--- src/rtl/merge_arb_pkg.sv ---
// Shared types and helpers for the 3-input NoC merge arbiter.
// Holds the FSM state encoding and the rotating-priority pick function.
package merge_arb_pkg;

  localparam int NUM_IN      = 3;
  localparam int SEL_W       = 2;
  localparam int TIMEOUT_DEF = 255;
  localparam int TO_W_DEF    = 8;

  typedef enum logic [1:0] {
    IDLE  = 2'd0,
    ISSUE = 2'd1,
    WAIT  = 2'd2
  } state_t;

  typedef struct packed {
    logic             found;
    logic [SEL_W-1:0] idx;
  } pick_t;

  // Scan ptr+1, ptr+2, ptr (mod NUM_IN); the input just served ranks last.
  function automatic pick_t next_rr(input logic [SEL_W-1:0] ptr,
                                    input logic [NUM_IN-1:0] req);
    pick_t p;
    p = '0;
    for (int k = 1; k <= NUM_IN; k++) begin
      int c;
      c = (int'(ptr) + k) % NUM_IN;
      if (!p.found && req[c]) begin
        p.found = 1'b1;
        p.idx   = SEL_W'(c);
      end
    end
    return p;
  endfunction

  function automatic logic [NUM_IN-1:0] onehot(input logic [SEL_W-1:0] idx);
    return NUM_IN'(1) << idx;
  endfunction

endpackage

--- src/rtl/merge_arbiter_rr_pick.sv ---
// Combinational 3-way rotating priority encoder.
// Shared with the other NoC arbiters; the lowest priority is the last winner.
module rr_pick
  import merge_arb_pkg::*;
(
  input  logic [NUM_IN-1:0] req,
  input  logic [SEL_W-1:0]  rr_ptr,
  output logic [SEL_W-1:0]  winner,
  output logic              found
);

  pick_t pick;

  always_comb begin
    pick   = next_rr(rr_ptr, req);
    winner = pick.idx;
    found  = pick.found;
  end

endmodule

--- src/rtl/merge_arbiter.sv ---
// Select-token scheduler for the 3-input NoC merge: round-robin grant,
// packet lock held until the tail flit, forced release after an idle timeout.
module merge_arbiter
  import merge_arb_pkg::*;
#(
  parameter int TIMEOUT = TIMEOUT_DEF,
  parameter int TO_W    = TO_W_DEF
) (
  input  logic              clk,
  input  logic              reset,
  input  logic [NUM_IN-1:0] req,
  input  logic [NUM_IN-1:0] tail,
  output logic [SEL_W-1:0]  sel,
  output logic              sel_valid,
  input  logic              sel_ready,
  input  logic              flit_sent,
  output logic              lock_active,
  output logic [SEL_W-1:0]  owner,
  output logic              timeout_err,
  output logic              proto_err
);

  state_t            st_q, st_d;
  logic [SEL_W-1:0]  sel_q, sel_d;
  logic              valid_q, valid_d;
  logic              lock_q, lock_d;
  logic [SEL_W-1:0]  owner_q, owner_d;
  logic [SEL_W-1:0]  rr_q, rr_d;
  logic [TO_W-1:0]   cnt_q, cnt_d;
  logic [TO_W-1:0]   cnt_inc;
  logic              is_tail_q, is_tail_d;
  logic              to_err_q, to_err_d;
  logic              pe_q, pe_d;
  logic [SEL_W-1:0]  winner;
  logic              found;

  rr_pick u_rr_pick (
    .req    (req),
    .rr_ptr (rr_q),
    .winner (winner),
    .found  (found)
  );

  assign cnt_inc = cnt_q + 1'b1;

  // NOTE: every signal written here gets a default first, so no latch is inferred.
  always_comb begin
    st_d      = st_q;
    sel_d     = sel_q;
    valid_d   = valid_q;
    lock_d    = lock_q;
    owner_d   = owner_q;
    rr_d      = rr_q;
    cnt_d     = cnt_q;
    is_tail_d = is_tail_q;
    to_err_d  = 1'b0;
    pe_d      = 1'b0;
    unique case (st_q)
      IDLE: begin
        pe_d = flit_sent;
        if (lock_q) begin
          if (|(req & onehot(owner_q))) begin
            sel_d   = owner_q;
            valid_d = 1'b1;
            st_d    = ISSUE;
            cnt_d   = '0;
          end else if (cnt_inc == TO_W'(TIMEOUT)) begin
            // Stalled owner: hand priority on as if its packet had completed.
            lock_d   = 1'b0;
            owner_d  = '0;
            rr_d     = owner_q;
            to_err_d = 1'b1;
            cnt_d    = '0;
          end else begin
            cnt_d = cnt_inc;
          end
        end else if (found) begin
          sel_d   = winner;
          valid_d = 1'b1;
          st_d    = ISSUE;
          cnt_d   = '0;
        end
      end
      ISSUE: begin
        pe_d = flit_sent;
        if (sel_ready) begin
          is_tail_d = |(tail & onehot(sel_q));
          valid_d   = 1'b0;
          st_d      = WAIT;
        end
      end
      WAIT: begin
        if (flit_sent) begin
          st_d = IDLE;
          if (is_tail_q) begin
            lock_d  = 1'b0;
            owner_d = '0;
            rr_d    = sel_q;
          end else begin
            lock_d  = 1'b1;
            owner_d = sel_q;
          end
        end
      end
      default: st_d = IDLE;
    endcase
  end

  // NOTE: sequential state uses non-blocking assignments only.
  always_ff @(posedge clk or posedge reset) begin
    if (reset) begin
      st_q      <= IDLE;
      sel_q     <= '0;
      valid_q   <= 1'b0;
      lock_q    <= 1'b0;
      owner_q   <= '0;
      rr_q      <= SEL_W'(NUM_IN - 1);
      cnt_q     <= '0;
      is_tail_q <= 1'b0;
      to_err_q  <= 1'b0;
      pe_q      <= 1'b0;
    end else begin
      st_q      <= st_d;
      sel_q     <= sel_d;
      valid_q   <= valid_d;
      lock_q    <= lock_d;
      owner_q   <= owner_d;
      rr_q      <= rr_d;
      cnt_q     <= cnt_d;
      is_tail_q <= is_tail_d;
      to_err_q  <= to_err_d;
      pe_q      <= pe_d;
    end
  end

  assign sel         = sel_q;
  assign sel_valid   = valid_q;
  assign lock_active = lock_q;
  assign owner       = owner_q;
  assign timeout_err = to_err_q;
  assign proto_err   = pe_q;

  a_sel_legal: assert property (@(posedge clk) disable iff (reset)
    sel_valid |-> (sel < SEL_W'(NUM_IN)));

endmodule

--- config.mk ---
export PLATFORM = sky130hd
export DESIGN_NAME = merge_arbiter
export DESIGN_NICKNAME = d
export VERILOG_FILES = /design/src/rtl/merge_arb_pkg.sv /design/src/rtl/merge_arbiter_rr_pick.sv /design/src/rtl/merge_arbiter.sv
export SDC_FILE = /design/constraint.sdc
export NUM_CORES = 1
export LEC_CHECK = 0
export CAP_MARGIN = 15
export CORE_UTILIZATION = 45
export CTS_CLUSTER_DIAMETER = 80
export CTS_CLUSTER_SIZE = 30
export DETAILED_ROUTE_END_ITERATION = 10
export PLACE_DENSITY = 0.65
export SYNTH_ARGS = -nofsm -noshare
export SYNTH_HDL_FRONTEND = slang
export SYNTH_SLANG_ARGS = --single-unit
--- constraint.sdc ---
create_clock -name clk -period 2.3 [get_ports clk]
set_input_delay 0.69 -clock clk [delete_from_list [all_inputs] [get_ports clk]]
set_output_delay 0.69 -clock clk [all_outputs]
set_load 0.01 [all_outputs]
==> out/metrics.cfg <==
[grt]
track_usage_pct=20.7
grt.overflow.total=0
grt_max_degree=13
grt_pass1_wl_mm=5.17
antenna_found_initial=0
grt_pass1_vias=1088

[worst_setup_path]
arrival_ns=2.41
cp-end-kind=flop
timing.rr.start=cnt_q[0]$_DFFE_PP0P_
r2r-end=cnt_q[2]$_DFFE_PP0P_
worst_setup_path_start_kind=input pin
slowest_stage=clkdlybuf4s50_1
r2r.worst_path.cells=5
cp_data_required_time_ns=2.53
crit_type=in -> reg
max_stage_delay_ns=0.61
path_max_fanout=8
crit_path_cell_trace=clkdlybuf4s50_1, mux2i_1, o211ai_1, o22ai_1, o211ai_1, mux2i_1
rrSetupSlack_ns=0.20

[worst_hold_path]
min_delay_path_depth=2
hold_end=sel_valid$_DFFE_PP0P_
holdCritStartpoint=sel_valid$_DFFE_PP0P_
hp-class=reg -> reg

[timing]
fmax_mhz=460
worst_pin_slew_ns=0.402
grt_setup_unrepaired=no
setup_viol=0
slew_violations=0
fin_hold_ws_ns=0.507
setup_ws_ns=0.125
fin_crit_sh_pct=94.5
finalCriticalPeriod_ns=2.17
relSlewSlack_pct=73.1
skew_ns=0.00439
hold_viol=0

[yosys]
syn_avg_cell_area_um2=9.14
yosysMostFrequentCell=dfrtp_1
synthFlopType=dfrtp_1
syn_nets=161
synth-seq-area-share_pct=39.2
synth.area.top_cells=dfrtp_1 37%, mux2i_1 4.5%, o21ai_0 4.5%
synthArstFlopShare_pct=100
yosys_register_bits=21
yosys_warnings=0
netlist.area_leader.share_pct=37.2
syn-cell-area_um2=1340
synth_commonest_cells=20 x dfrtp_1, 12 x nand2_1, 12 x o21ai_0
synth_cells=147
synth-edff-count=0
yosysTopAreaCell=dfrtp_1
synth.distinct_cells=45

[clock_tree]
cts_tree=yes
post_cts_resized=0
cts_made_buffers=3
hold_buffers=0
path_clk_slew_ns=0.12
postCtsSetupBuffers=0
h-tree-depth=1
numClockSinks=21
cts_root_buf=clkbuf_4
clockBufferDepth=2
clkLatencyLatePin_ns=0.30

[detailed_routing]
routed.top_layer=met4
vias_per_cell=5.93
avgRoutedWirePerCell_um=14.7
firstDrtPassIters=4
num_vias=1169
drt_iter0_drc=45
drt-total-wl_mm=2.90
met3_length_um=103
met1Wirelength_mm=1.40
drc=0
ant_nets=0
met2_length_mm=1.38

[placed_design]
port_buffers=17
dp_slack_ns=-0.205
gp_congestion=0.837
dp_hpwl_mm=2.23

[pwr]
vdd_drop_max_mv=0.659
p_per_area_nw_per_um2=983
p_leak_nw=0.709

[finish]
area_growth_pct=18.3
drive_gt1_share_pct=9.04
nNetsFinal=181
diodes=0

[status]
status=completed

[die]
coreArea_um2=2780
fp.dieW_um=56.6
die_h_um=56.6
initial_utilization_pct=48.3
ios=18
dieArea_um2=3210
rows=19

[job]
cap_viol_max_count=0

## per-layer routing
layer | vias up | GRT usage, %
met2 | 25 | 32.4
met4 | 0 | 3.14
met5 | - | 0
met3 | 2 | 4.84
li1 | 578 | -
met1 | 564 | 29.7
## report_power, final
part / switching, mW / internal, mW / leakage, nW / total (mW)
logic: 0.404 / 0.380 / 0.421 / 0.784
registers: 0.134 / 0.469 / 0.271 / 0.603
clock network: 0.111 / 0.0648 / 0.0177 / 0.176
## worst max-delay path by stage
stage,endpoint,from,slack [ns],cells past startpoint
2_1_floorplan,sel[0]$_DFFE_PP0P_,rr_q[1]$_DFFE_PP1P_,0.26,9
3_3_place_gp,rr_q[0]$_DFFE_PP0P_,req[2],-0.15,6
3_5_place_dp,rr_q[0]$_DFFE_PP0P_,req[2],-0.20,6
4_1_cts,rr_q[0]$_DFFE_PP0P_,req[2],0.13,6
5_1_grt,rr_q[0]$_DFFE_PP0P_,req[2],0.02,6
6_report,rr_q[1]$_DFFE_PP1P_,req[2],0.13,6
## cell families (layout without fill, tap and decap cells)
logic type	Yosys count	in the layout	share of synthesized area (%)
adders and majority gates	4	4	3.72
xor gates and xnor gates	6	6	3.91
AOI/OAI and AO/OA	46	46	24.2
buffers and inverters	20	39	6.24
muxes	6	6	4.47
DFF	21	21	39.2
and+or+nand+nor	44	44	18.2
## critical path: cells and delay by family
family          cells  cell delay, ns
buf+inv             1            0.61
mux                 2            0.41
compound gates      3            0.69
## state kept, by name, indices dropped and copies added, names as in the netlist, 2 cells and up
name	count
cnt_q	8
owner	2
rr_q	2
sel	2
st_q	2
## metrics by stage
step,cell area (um2),total power [mW],instances,setup TNS [ns],utilization [%]
2_1_floorplan,1340,1.14,147,0,-
3_3_place_gp,1560,1.38,193,-1.02,56.2
3_5_place_dp,1560,1.40,193,-1.54,56.2
4_1_cts,1590,1.58,197,0,57.2
5_1_grt,1590,1.71,197,0,57.2
6_report,1590,1.56,197,0,57.2
## layout make-up
type,count,area [um2]
fill,255,1190
multi-input combinational,106,733
sequential,21,527
timing repair buffer,24,223
inverter,11,41.3
tap,31,38.8
clock buffer,3,22.5
clock inverter,1,5.00
## cell usage in the layout (no fill, tap or decap), drive strengths merged, types with 3 or more instances in the layout
master	Yosys	layout
a31oi	3	3
xor2	5	5
nor2b	4	4
buf	2	7
a21oi	4	4
nand2b	4	4
clkdlybuf4s50	0	17
dfrtp	20	20
nor2	6	6
o21ai	12	12
inv	11	11
o22ai	3	3
clkbuf	7	3
a32o	5	5
nand3	3	3
mux2i	6	6
nand2	12	12
and3	3	3
ha	4	4
a22o	3	3
o211ai	4	4
No activity file was read; power rests on OpenSTA's default activity.
